==> config.mk <==
export PLATFORM = sky130hd
export DESIGN_NAME = wb_rr_arbiter_flat
export DESIGN_NICKNAME = d
export VERILOG_FILES = /design/src/rtl/wb_rr_arbiter_if.sv /design/src/rtl/wb_rr_arbiter.sv /design/src/flat_wrapper.sv
export SDC_FILE = /design/constraint.sdc
export NUM_CORES = 1
export LEC_CHECK = 0
export ABC_AREA = 1
export BUFFER_PORTS_ARGS = -buffer_cell sky130_fd_sc_hd__buf_2
export CAP_MARGIN = 20
export CORE_AREA = 2 2 169 171
export DETAILED_ROUTE_END_ITERATION = 10
export DIE_AREA = 0 0 171 173
export PLACE_DENSITY = 0.42
export SYNTH_ARGS = -nofsm -noshare
export SYNTH_HDL_FRONTEND = slang
export SYNTH_SLANG_ARGS = --single-unit
==> constraint.sdc <==
create_clock -name clk -period 3.4 [get_ports clk]
set_input_delay 0.68 -clock clk [delete_from_list [all_inputs] [get_ports clk]]
set_output_delay 0.68 -clock clk [all_outputs]
set_load 0.005 [all_outputs]
==> src/rtl/wb_rr_arbiter_if.sv <==
// Bus bundle between NUM_M Wishbone masters, the round-robin arbiter and the
// shared slave. The "slave" modport is the arbiter's view of the bundle: it
// answers the masters and drives the shared slave port. The "master" modport
// is the surrounding fabric or bench, which drives the masters' requests and
// the slave's responses.
interface wb_rr_arbiter_if #(
  parameter int NUM_M = 4,
  parameter int AW    = 32,
  parameter int DW    = 32
);
  // master-side request signals, packed per master
  logic [NUM_M-1:0]        m_cyc_i;
  logic [NUM_M-1:0]        m_stb_i;
  logic [NUM_M-1:0]        m_we_i;
  logic [NUM_M*AW-1:0]     m_adr_i;
  logic [NUM_M*DW-1:0]     m_dat_i;
  logic [NUM_M*DW/8-1:0]   m_sel_i;
  // master-side responses
  logic [DW-1:0]           m_dat_o;
  logic [NUM_M-1:0]        m_ack_o;
  logic [NUM_M-1:0]        m_err_o;
  logic [NUM_M-1:0]        m_rty_o;
  // shared slave port
  logic                    s_cyc_o;
  logic                    s_stb_o;
  logic                    s_we_o;
  logic [AW-1:0]           s_adr_o;
  logic [DW-1:0]           s_dat_o;
  logic [DW/8-1:0]         s_sel_o;
  logic [DW-1:0]           s_dat_i;
  logic                    s_ack_i;
  logic                    s_err_i;
  logic                    s_rty_i;
  // status
  logic [NUM_M-1:0]        gnt_o;
  logic                    timeout_o;

  modport slave (
    input  m_cyc_i, m_stb_i, m_we_i, m_adr_i, m_dat_i, m_sel_i,
    input  s_dat_i, s_ack_i, s_err_i, s_rty_i,
    output m_dat_o, m_ack_o, m_err_o, m_rty_o,
    output s_cyc_o, s_stb_o, s_we_o, s_adr_o, s_dat_o, s_sel_o,
    output gnt_o, timeout_o
  );

  modport master (
    output m_cyc_i, m_stb_i, m_we_i, m_adr_i, m_dat_i, m_sel_i,
    output s_dat_i, s_ack_i, s_err_i, s_rty_i,
    input  m_dat_o, m_ack_o, m_err_o, m_rty_o,
    input  s_cyc_o, s_stb_o, s_we_o, s_adr_o, s_dat_o, s_sel_o,
    input  gnt_o, timeout_o
  );
endinterface

==> src/rtl/wb_rr_arbiter.sv <==
// Round-robin Wishbone classic arbiter. A whole cyc-framed bus cycle is
// granted to one master at a time; the owner's request is muxed straight to
// the shared slave and the slave's terminations go back to the owner only.
// A per-transfer watchdog aborts a strobe the slave leaves unterminated for
// TIMEOUT cycles by inserting a one-cycle error (ABORT) to the owner.
module wb_rr_arbiter #(
  parameter int NUM_M   = 4,
  parameter int AW      = 32,
  parameter int DW      = 32,
  parameter int TIMEOUT = 256
) (
  input  logic            clk,
  input  logic            rst_n,
  wb_rr_arbiter_if.slave  bus
);

  localparam int          LW       = (NUM_M > 1) ? $clog2(NUM_M) : 1;
  localparam int          SW       = DW / 8;
  localparam bit          WD_EN    = (TIMEOUT != 0);
  localparam logic [15:0] WD_LIMIT = WD_EN ? 16'(TIMEOUT - 1) : 16'hFFFF;

  typedef enum logic [1:0] {
    ST_IDLE  = 2'd0,
    ST_OWN   = 2'd1,
    ST_ABORT = 2'd2
  } state_e;

  state_e            state_q, state_d;
  logic [NUM_M-1:0]  gnt_q,   gnt_d;
  logic [LW-1:0]     last_q,  last_d;   // previous / current owner index
  logic [15:0]       wd_q,    wd_d;

  logic              win_vld_s;
  logic [LW-1:0]     win_idx_s;
  logic [LW-1:0]     cand_s;

  logic              own_cyc_s;
  logic              own_stb_s;
  logic              own_we_s;
  logic [AW-1:0]     own_adr_s;
  logic [DW-1:0]     own_dat_s;
  logic [SW-1:0]     own_sel_s;
  logic              term_s;

  // Rotating priority search: scanning offsets from far to near lets the
  // nearest requester after last_q overwrite earlier candidates.
  always_comb begin
    win_vld_s = |bus.m_cyc_i;
    win_idx_s = last_q;
    cand_s    = last_q;
    for (int k = NUM_M; k >= 1; k--) begin
      cand_s    = LW'((int'(last_q) + k) % NUM_M);
      win_idx_s = bus.m_cyc_i[cand_s] ? cand_s : win_idx_s;
    end
  end

  // Select the current owner's request fields; last_q holds the owner while
  // a grant is active.
  always_comb begin
    own_cyc_s = bus.m_cyc_i[last_q];
    own_stb_s = bus.m_stb_i[last_q];
    own_we_s  = bus.m_we_i[last_q];
    own_adr_s = bus.m_adr_i[int'(last_q) * AW +: AW];
    own_dat_s = bus.m_dat_i[int'(last_q) * DW +: DW];
    own_sel_s = bus.m_sel_i[int'(last_q) * SW +: SW];
    term_s    = bus.s_ack_i | bus.s_err_i | bus.s_rty_i;
  end

  // Next-state logic: arbitration, ownership release and watchdog.
  always_comb begin
    state_d = state_q;
    gnt_d   = gnt_q;
    last_d  = last_q;
    wd_d    = 16'd0;
    case (state_q)
      ST_IDLE: begin
        if (win_vld_s) begin
          state_d = ST_OWN;
          gnt_d   = {{(NUM_M-1){1'b0}}, 1'b1} << win_idx_s;
          last_d  = win_idx_s;
        end else begin
          gnt_d   = {NUM_M{1'b0}};
        end
      end
      ST_OWN: begin
        if (!own_cyc_s) begin
          // owner closed its cycle: release and leave one dead cycle
          state_d = ST_IDLE;
          gnt_d   = {NUM_M{1'b0}};
        end else if (own_stb_s && !term_s) begin
          if (WD_EN && (wd_q == WD_LIMIT)) begin
            state_d = ST_ABORT;
          end else begin
            wd_d    = wd_q + 16'd1;
          end
        end else begin
          // a termination (even at the limit) or an idle strobe restarts
          wd_d    = 16'd0;
        end
      end
      ST_ABORT: begin
        if (own_cyc_s) begin
          state_d = ST_OWN;
        end else begin
          state_d = ST_IDLE;
          gnt_d   = {NUM_M{1'b0}};
        end
      end
      default: begin
        state_d = ST_IDLE;
        gnt_d   = {NUM_M{1'b0}};
      end
    endcase
  end

  // State, grant, owner history and watchdog registers.
  always_ff @(posedge clk or negedge rst_n) begin
    if (!rst_n) begin
      state_q <= ST_IDLE;
      gnt_q   <= {NUM_M{1'b0}};
      last_q  <= LW'(NUM_M - 1);
      wd_q    <= 16'd0;
    end else begin
      state_q <= state_d;
      gnt_q   <= gnt_d;
      last_q  <= last_d;
      wd_q    <= wd_d;
    end
  end

  // Bus outputs: combinational pass-through of the owner in OWN, forced
  // error in ABORT, everything quiet otherwise. Because these decode the
  // asynchronously reset state, a reset silences the slave port at once.
  always_comb begin
    bus.s_cyc_o   = 1'b0;
    bus.s_stb_o   = 1'b0;
    bus.s_we_o    = 1'b0;
    bus.s_adr_o   = {AW{1'b0}};
    bus.s_dat_o   = {DW{1'b0}};
    bus.s_sel_o   = {SW{1'b0}};
    bus.m_ack_o   = {NUM_M{1'b0}};
    bus.m_err_o   = {NUM_M{1'b0}};
    bus.m_rty_o   = {NUM_M{1'b0}};
    bus.timeout_o = 1'b0;
    bus.m_dat_o   = bus.s_dat_i;
    case (state_q)
      ST_OWN: begin
        bus.s_cyc_o          = own_cyc_s;
        bus.s_stb_o          = own_stb_s;
        bus.s_we_o           = own_we_s;
        bus.s_adr_o          = own_adr_s;
        bus.s_dat_o          = own_dat_s;
        bus.s_sel_o          = own_sel_s;
        bus.m_ack_o[last_q]  = bus.s_ack_i;
        bus.m_err_o[last_q]  = bus.s_err_i;
        bus.m_rty_o[last_q]  = bus.s_rty_i;
      end
      ST_ABORT: begin
        bus.m_err_o[last_q]  = 1'b1;
        bus.timeout_o        = 1'b1;
      end
      default: begin
        bus.timeout_o = 1'b0;
      end
    endcase
  end

  // Grant vector is the registered owner.
  always_comb begin
    bus.gnt_o = gnt_q;
  end

endmodule

==> src/flat_wrapper.sv <==
// flat-port wrapper written by rule: the top's interface ports become plain ports
module wb_rr_arbiter_flat 
#(
  parameter int NUM_M   = 4,
  parameter int AW      = 32,
  parameter int DW      = 32,
  parameter int TIMEOUT = 256
)
  (clk, rst_n, bus_m_cyc_i, bus_m_stb_i, bus_m_we_i, bus_m_adr_i, bus_m_dat_i, bus_m_sel_i, bus_s_dat_i, bus_s_ack_i, bus_s_err_i, bus_s_rty_i, bus_m_dat_o, bus_m_ack_o, bus_m_err_o, bus_m_rty_o, bus_s_cyc_o, bus_s_stb_o, bus_s_we_o, bus_s_adr_o, bus_s_dat_o, bus_s_sel_o, bus_gnt_o, bus_timeout_o);
  wb_rr_arbiter_if #(.NUM_M(NUM_M), .AW(AW), .DW(DW)) bus_i ();
  input  logic clk;
  input  logic rst_n;
  input wire logic [$bits(bus_i.m_cyc_i)-1:0] bus_m_cyc_i;
  input wire logic [$bits(bus_i.m_stb_i)-1:0] bus_m_stb_i;
  input wire logic [$bits(bus_i.m_we_i)-1:0] bus_m_we_i;
  input wire logic [$bits(bus_i.m_adr_i)-1:0] bus_m_adr_i;
  input wire logic [$bits(bus_i.m_dat_i)-1:0] bus_m_dat_i;
  input wire logic [$bits(bus_i.m_sel_i)-1:0] bus_m_sel_i;
  input wire logic [$bits(bus_i.s_dat_i)-1:0] bus_s_dat_i;
  input wire logic [$bits(bus_i.s_ack_i)-1:0] bus_s_ack_i;
  input wire logic [$bits(bus_i.s_err_i)-1:0] bus_s_err_i;
  input wire logic [$bits(bus_i.s_rty_i)-1:0] bus_s_rty_i;
  output wire logic [$bits(bus_i.m_dat_o)-1:0] bus_m_dat_o;
  output wire logic [$bits(bus_i.m_ack_o)-1:0] bus_m_ack_o;
  output wire logic [$bits(bus_i.m_err_o)-1:0] bus_m_err_o;
  output wire logic [$bits(bus_i.m_rty_o)-1:0] bus_m_rty_o;
  output wire logic [$bits(bus_i.s_cyc_o)-1:0] bus_s_cyc_o;
  output wire logic [$bits(bus_i.s_stb_o)-1:0] bus_s_stb_o;
  output wire logic [$bits(bus_i.s_we_o)-1:0] bus_s_we_o;
  output wire logic [$bits(bus_i.s_adr_o)-1:0] bus_s_adr_o;
  output wire logic [$bits(bus_i.s_dat_o)-1:0] bus_s_dat_o;
  output wire logic [$bits(bus_i.s_sel_o)-1:0] bus_s_sel_o;
  output wire logic [$bits(bus_i.gnt_o)-1:0] bus_gnt_o;
  output wire logic [$bits(bus_i.timeout_o)-1:0] bus_timeout_o;
  assign bus_i.m_cyc_i = bus_m_cyc_i;
  assign bus_i.m_stb_i = bus_m_stb_i;
  assign bus_i.m_we_i = bus_m_we_i;
  assign bus_i.m_adr_i = bus_m_adr_i;
  assign bus_i.m_dat_i = bus_m_dat_i;
  assign bus_i.m_sel_i = bus_m_sel_i;
  assign bus_i.s_dat_i = bus_s_dat_i;
  assign bus_i.s_ack_i = bus_s_ack_i;
  assign bus_i.s_err_i = bus_s_err_i;
  assign bus_i.s_rty_i = bus_s_rty_i;
  assign bus_m_dat_o = bus_i.m_dat_o;
  assign bus_m_ack_o = bus_i.m_ack_o;
  assign bus_m_err_o = bus_i.m_err_o;
  assign bus_m_rty_o = bus_i.m_rty_o;
  assign bus_s_cyc_o = bus_i.s_cyc_o;
  assign bus_s_stb_o = bus_i.s_stb_o;
  assign bus_s_we_o = bus_i.s_we_o;
  assign bus_s_adr_o = bus_i.s_adr_o;
  assign bus_s_dat_o = bus_i.s_dat_o;
  assign bus_s_sel_o = bus_i.s_sel_o;
  assign bus_gnt_o = bus_i.gnt_o;
  assign bus_timeout_o = bus_i.timeout_o;
  wb_rr_arbiter #(.NUM_M(NUM_M), .AW(AW), .DW(DW), .TIMEOUT(TIMEOUT)) u_core (.clk(clk), .rst_n(rst_n), .bus(bus_i));
endmodule
# Word level (Yosys, flattened, before mapping)
# Cells that the tools add are included.
[word_totals] register_bits=24 input_bits=321 out_inout_bits=120 elab_cells=82
[op_classes] n_addsub=5 magnitude_cmp=6 eq_ne=7 shift=4 mux=43 n_bitwise=5 n_reduce_logical=8
[op_table] cell="128-bit by 8-bit indexed part select with 32-bit output" n=2
[op_table] cell="16-bit two-way mux" n=4
[op_table] cell="32-bit two-way mux" n=2
[op_table] cell="4-bit two-way mux" n=5
[op_table] cell="16-bit by 1-bit adder with 16-bit output, second input constant" n=1
[op_table] cell="16-bit by 8-bit equality test with 1-bit output, second input constant" n=1
[op_table] cell="2-bit two-way mux" n=8
[op_table] cell="4-bit one-hot mux with 2 select lines" n=2
[op_table] cell="16-bit by 5-bit indexed part select with 4-bit output" n=1
[op_table] cell="2-bit by 3-bit less-than comparator with 1-bit output, second input constant" n=5
[op_table] cell="1-bit binary-select mux with 2-bit select" n=7
[op_table] cell="1-bit two-way mux" n=13
[op_table] cell="4-bit bitwise AND" n=3
[op_table] cell="3-bit != test, second input constant" n=2
[op_table] cell="2-bit one-hot mux with 3 select lines" n=1
[op_table] cell="2-bit by 1-bit adder with 2-bit output, second input constant" n=2
[op_table] cell="2-bit adder, second input constant" n=2
[op_table] cell="4-bit OR reduction" n=1
[op_table] cell="1-bit by 2-bit left shift with 4-bit output, first input constant" n=1
[op_table] cell="3-bit AND reduction" n=1
[op_table] cell="1-bit demux with 2-bit select" n=1
[op_table] cell="2-bit by 1-bit equality test with 1-bit output, second input constant" n=1
[op_table] cell="2-bit equality test, second input constant" n=1
[op_table] cell="2-bit by 1-bit greater-or-equal comparator with 1-bit output, second input constant" n=1
[op_table] cell="8 further kinds" n=10

# Depth between registers and ports, before layout
# Gate-level depths: netlist of run 1.
[logic_depth] word_depth=10 ltp_mapped=14 ltp_nobuf=12

# Least setup slack after synthesis of run 1
# OpenSTA, ideal clock, no wires.
[synth_timing] kind="reg2out" from="reg u_core.last_q[0]" to="out bus_s_dat_o[26]" arrival_time_ps=1408 t_required_ps=2720 slack_ps=1312 stages_incl_launch_ff=8 path_buffers=3 path_cell_list="dfstp_2 -> buf_4 -> buf_2 -> buf_2 -> nor2_1 -> nor2_1 -> o21ai_0 -> a21oi_1"
[synth_via] elab_chain_cells=2
[synth_lines] element="from (decl)" line_no="wb_rr_arbiter.sv:30" text="logic [LW-1:0] last_q, last_d;"
[synth_lines] element="from (signal assigned)" line_no="wb_rr_arbiter.sv:121" text="last_q <= LW'(NUM_M - 1);"
[synth_lines] element="from (signal assigned)" line_no="wb_rr_arbiter.sv:126" text="last_q <= last_d;"
[synth_lines] element="128-bit by 8-bit indexed part select with 32-bit output" line_no="wb_rr_arbiter.sv:64" text="own_dat_s = bus.m_dat_i[int'(last_q) * DW +: DW];"
[synth_lines] element="32-bit two-way mux" line_no="wb_rr_arbiter.sv:146" text="case (state_q)"
[synth_lines] element="to (decl)" line_no="flat_wrapper.sv:31" text="output wire logic [$bits(bus_i.s_dat_o)-1:0] bus_s_dat_o;"
# No other way between the ends.

# Final worst setup path of run 1
[layout_timing] from="reg u_core.last_q[0]" to="out bus_s_dat_o[31]"
# Same word-level chain as after synthesis.

==> results.ini, run 1 <==
[outcome]
status=completed

[sta]
maxSlewHeadroom=0.6017
rsz0062_at_grt=no
fin_crit_ns=2.905
fmax_ghz=0.3442
setup_violations=0
fin_skew_ns=0.002355
drv_slew=0
final.setup.tns_ns=0
tightest_slew_ns=0.5975
hold_violations=0
fin_crit_sh=0.8545

[clocking]
cts_tree=built
cts.sinks=24
post_cts_buffers=0
path_clk_slew_ns=0.07
h-tree-depth=1
cts.hold.buffers_added=0
ctsRootBufferMaster=clkbuf_16
cts_resized=0
worstSkewPairLatency_ns=0.26
cts_buffer_depth=2
numCtsBuffers=3

[drt]
final_antenna_net_count=0
via_per_inst=4.202
firstDrtPassIters=5
first_iter_violations=512
drt-total-wl_mm=23.95
avgRoutedWirePerCell_um=16.07
dr_total_vias=6261
drc=0

[worst_setup_path]
cp-end-kind=primary output
crit_type=register to primary output
arrival_ns=2.23
crit_path_max_fanout=89
startpoint_type=register
required_ns=2.72

[die]
ios=441
start_util=0.1543
dieArea_sq_um=29580
core_sq_um=27630
die_width_um=171
num_rows=61
die_h_um=173

[placed_design]
hpwl_mm=19.21
io_buffer_count=376
place_inst=1485
gp_congestion=0.9139

[worst_hold_path]
hold_path.class=primary input to async pin

[power_and_ir_drop]
power_per_cell_area_nw_per_um2=704.4
leakagePower_uw=0.003355
max-vdd-ir-drop_mv=0.2700

[layout]
multiInputGateArea_sq_um=3015
drive_above_1_share=0.3807
area_growth_pct=49.88
fin_nets=1442
seq_area_sq_um=610.6
fin_cells=1490
fill_cells=3303

[yosys]
ys_top_cells_by_area=nor2_1, o21ai_0, dfrtp_1
syn-num-nets=1134
netlist.area_leader.share=0.2685
yosys_warnings=0
ys_seq_elements=24
synth_top_area_cell=nor2_1
yosysSeqAreaShare=0.1414
postSynthCellCount=804
ys_types=36
syn_area_per_cell_sq_um=5.304
netlist_area_sq_um=4264

[flow_run]
maxCapViolations=0

[grt]
grt_pass1_wl_mm=34.45
grt_overflow=0
antenna_found_initial=4
grt_pass1_vias=5815
grt_use_total=0.1480
grt_max_degree=90

==> layout make-up <==
class | instances | area share
Inverter | 40 | 0.02388
Multi-Input combinational cell | 652 | 0.4718
Clock buffer | 3 | 0.01175
Tap cell | 378 | 0.07400
Timing Repair Buffer | 391 | 0.3179
Antenna cell | 1 | 0.0003915
Sequential cell | 24 | 0.09554
Clock inverter | 1 | 0.004699
==> metal layers <==
metal / track usage / wire (um)
met5: 0 / 41
met4: 0.02189 / 346
met3: 0.03044 / 1973
met2: 0.2562 / 11320
met1: 0.1919 / 10270
==> path summary, 6_finish.rpt <==
path / endpoint / slack [ns] / cells after the start / from
setup / recovery: bus_s_dat_o[31] / 0.49 / 5 / u_core.last_q[0]
hold / removal: u_core.wd_q[3] / 0.42 / 1 / rst_n
setup reg to reg: u_core.bus.gnt_o[2] / 0.77 / 13 / u_core.last_q[1]
hold reg to reg: u_core.wd_q[0] / 0.47 / 1 / u_core.wd_q[0]
max in group asynchronous: u_core.state_q[0] / 2.59 / 1 / rst_n
min in group clk: u_core.wd_q[0] / 0.47 / 1 / u_core.wd_q[0]
==> where the power goes <==
part | switching (uW) | internal (uW) | total, uW
Combinational | 2420 | 1340 | 3760
Clock | 108 | 234 | 342
Sequential | 62.3 | 341 | 404
==> per-stage QoR <==
step | worst slack (ns) | cell area, sq um | hold slack, ns | utilization | power (uW)
floorplan | 1.312 | 4264 | 0.3844 | - | 2723
global placement | 0.6921 | 6284 | 0.4592 | 0.2274 | 4213
detailed placement | 0.6715 | 6284 | 0.4629 | 0.2274 | 4191
CTS | 0.3728 | 6389 | 0.4419 | 0.2312 | 4563
global route | 0.2197 | 6391 | 0.4713 | 0.2313 | 4996
finish | 0.4947 | 6391 | 0.4201 | 0.2313 | 4502
==> sequential cells by signal, indices dropped and copies added (netlist names) <==
name,flops
u_core.last_q,2
u_core.wd_q,16
u_core.bus.gnt_o,4
u_core.state_q,2
==> critical path, stage by stage, from the launching register on <==
cell and delay, ns:
dfstp_4 0.55, inv_4 0.24, buf_12 0.35, o21ai_0 0.21, a21oi_1 0.41, buf_2 0.19
==> cells in the final DEF (no fill, tap or decap), types with 6 or more instances in the layout <==
cell	instances
nand3_1	17
nand2_2	6
buf_2	376
a21oi_1	73
nor2_1	305
o21ai_1	10
nand4_1	6
buf_4	12
ha_1	9
inv_1	35
o21ai_0	135
dfrtp_1	22
nand2_1	64
==> synthesized netlist by cell type <==
| master | number |
|---|---|
| a211oi_1 | 1 |
| nor2_8 | 1 |
| a21oi_1 | 73 |
| nor2_2 | 3 |
| clkbuf_1 | 22 |
| inv_1 | 35 |
| nand2_4 | 1 |
| o31ai_1 | 1 |
| nand3_1 | 17 |
| buf_2 | 18 |
| o21ai_0 | 135 |
| nand3b_4 | 1 |
| nor3b_2 | 2 |
| nand2b_1 | 1 |
| nor4_1 | 1 |
| buf_1 | 12 |
| a21boi_0 | 1 |
| xnor2_1 | 2 |
| o21ai_1 | 10 |
| nand2_1 | 64 |
| nor3_2 | 4 |
| dfrtp_1 | 22 |
| nor3b_1 | 1 |
| nor2_1 | 305 |
| inv_2 | 5 |
| nor3_4 | 2 |
| a31oi_1 | 1 |
| nor3_1 | 1 |
| nand3_2 | 1 |
| xor2_1 | 2 |
| buf_6 | 2 |
| ha_1 | 9 |
| nand2_2 | 6 |
| dfstp_2 | 2 |
| nand4_1 | 6 |
| buf_4 | 34 |
==> cell families after synthesis <==
family	count (synthesis)	synth area share
simple gates	417	0.4099
compound gates	222	0.2626
buf+inv	128	0.1514
flops	24	0.1414
fa+ha+maj	9	0.02641
xor+xnor	4	0.008217
No activity file was read; power rests on OpenSTA's default activity.
==> run 2, diff against run 1 <==
- CELL_PAD_IN_SITES_DETAIL_PLACEMENT: not set -> 1
- CELL_PAD_IN_SITES_GLOBAL_PLACEMENT: not set -> 2
- CORE_AREA: 2 2 169 171 -> not set
- CORE_ASPECT_RATIO: not set -> 0.7
- CORE_UTILIZATION: not set -> 16
- DIE_AREA: 0 0 171 173 -> not set
- GPL_TIMING_DRIVEN: not set -> 0
- PLACE_DENSITY: 0.42 -> 0.88
==> run 2 against run 1 <==
Net effect: first-iteration DRC count shrank 51%; sequential share of layout area decreased by 0.74 points; via count rose by 9.2%; clock power down 23%; maximum frequency shrank 8.2%; core utilization grew 3.2 points; power increased by 3.3%; register-to-register slack improved by 0.06 ns; cell area increased by 7.0%; sequential cell count unchanged; critical path type unchanged; largest cell class unchanged.
==> results.ini, run 2 (same netlist as run 1, synthesis figures left out) <==
[drt]
drt-total-wl_mm=28.11
dr_wl_met2_mm=13.52
dr.max_layer_used=met5
drc=0
first_iter_violations=252
final_antenna_net_count=0
dr_total_vias=6840
route.met3.wl_mm=1.908
via_per_inst=4.340
avgRoutedWirePerCell_um=17.83
met1_length_mm=12.32
firstDrtPassIters=4

[layout]
area_growth_pct=60.39
fin_cells=1576
fin_nets=1547
layout_commonest_cell=buf_2
largest_reg_flops=16
regMostFlops=u_core.wd_q
drive_above_1_share=0.4054
final_cell_mix=buf_2, nor2_1, o21ai_0, a21oi_1, nand2_1

[sta]
fin_crit_sh=0.9310
hold_violations=0
drv_slew=0
fin_skew_ns=0.004785
fmax_ghz=0.3159
maxSlewHeadroom=0.5038
fin_crit_ns=3.165
setup_violations=0
rsz0062_at_grt=no
final.setup.tns_ns=0
fin_ws_ns=0.2346
tightest_slew_ns=0.7443

[flow_run]
maxCapViolations=0

[clocking]
numCtsBuffers=3
cts_tree=built
cts.hold.buffers_added=0
path_clk_slew_ns=0.06
worstSkewPairLatency_ns=0.26
post_cts_buffers=0
h-tree-depth=1
cts_resized=0
cts_buffer_depth=2
ctsRootBufferMaster=clkbuf_16
cts.sinks=24

[die]
ios=441
dieArea_sq_um=27320
die_width_um=197.1
num_rows=49
start_util=0.1644
die_h_um=138.6
core_sq_um=25930

[grt]
grt_overflow=0
grt_max_degree=25
grt_pass1_vias=6835
grt_use_total=0.1935
grt_pass1_wl_mm=40.71
antenna_found_initial=5

[worst_setup_path]
required_ns=2.72
crit_type=register to primary output
r2r_cells=14
rr_endpoint=u_core.bus.gnt_o[2]
path_cells=buf_4 > buf_2 > buf_2 > nor2_1 > nor2_1 > o21ai_0 > a21oi_1 > buf_2
cp_slowest_stage_delay_ns=0.57
startpoint_type=register
cpMostUsedCell=buf_2
cp-end-kind=primary output
arrival_ns=2.49
setup.worst_path.end=bus_s_sel_o[3]
crit_family=buffers and inverters
cp_slowest_cell=dfstp_2
r2r_start=u_core.last_q[1]
cp_num_buf_inv=4
cp_num_cells=8
crit_path_max_fanout=10
startpoint=u_core.last_q[0]
timing.reg2reg.setup_slack_ns=0.83

[outcome]
status=completed

[placed_design]
gp_congestion=0.8937
io_buffer_count=408
hpwl_mm=24.15
place_inst=1569
pre_cts_slack_ns=0.5055

[worst_hold_path]
hold_path.class=primary input to async pin

[power_and_ir_drop]
max-vdd-ir-drop_mv=0.2653
leakagePower_uw=0.003671
power_per_cell_area_nw_per_um2=679.8

## run 2: metrics by stage
stage               area, sq um    util  hold WS, ns  total power, uW
floorplan                  4264       -       0.3844             2723
global placement           6753  0.2604       0.4507             4388
detailed placement         6753  0.2604       0.4597             4452
CTS                        6832  0.2634       0.4346             4737
global route               6837  0.2636       0.4670             5143
finish                     6839  0.2637       0.4120             4650
## run 2: how the worst min path moves through the flow
stage / startpoint / endpoint / slack [ns] / cells after the start
floorplan: rst_n / u_core.bus.gnt_o[0] / 0.38 / 0
global placement: u_core.wd_q[0] / u_core.wd_q[0] / 0.45 / 1
detailed placement: u_core.wd_q[0] / u_core.wd_q[0] / 0.46 / 1
CTS: rst_n / u_core.wd_q[15] / 0.43 / 1
global route: rst_n / u_core.state_q[0] / 0.47 / 1
finish: rst_n / u_core.state_q[1] / 0.41 / 1
## run 2: cell type report
cell class	instances	area (sq um)
repair buffers	408	2042
plain buffers	88	495.5
clock buffers	4	78.83
multi-input cells	652	3015
flip-flops and latches	24	603.1
diodes	3	7.507
fillers	3575	19090
well taps	357	446.7
inverters	40	150.1
## run 2: worst reg2reg max path, delay by kind of cell (launching register included)
family | cells | cell delay (ns)
flops | 1 | 0.39
fa+ha+maj | 1 | 0.38
simple gates | 8 | 0.63
buf+inv | 5 | 1.06
## run 2: report_power, final
part,leakage [uW],internal [uW],total [uW],switching [uW]
sequential,0.000324,332,366,33.4
clock,0.0000382,160,262,101
combinational,0.00331,1390,4020,2640
## run 2: metal layers
layer  track usage  vias to the layer above
li1              -                     3393
met1        0.2494                     3190
met2        0.3396                      231
met3       0.03769                       24
met4       0.02611                        2
met5             0                        -
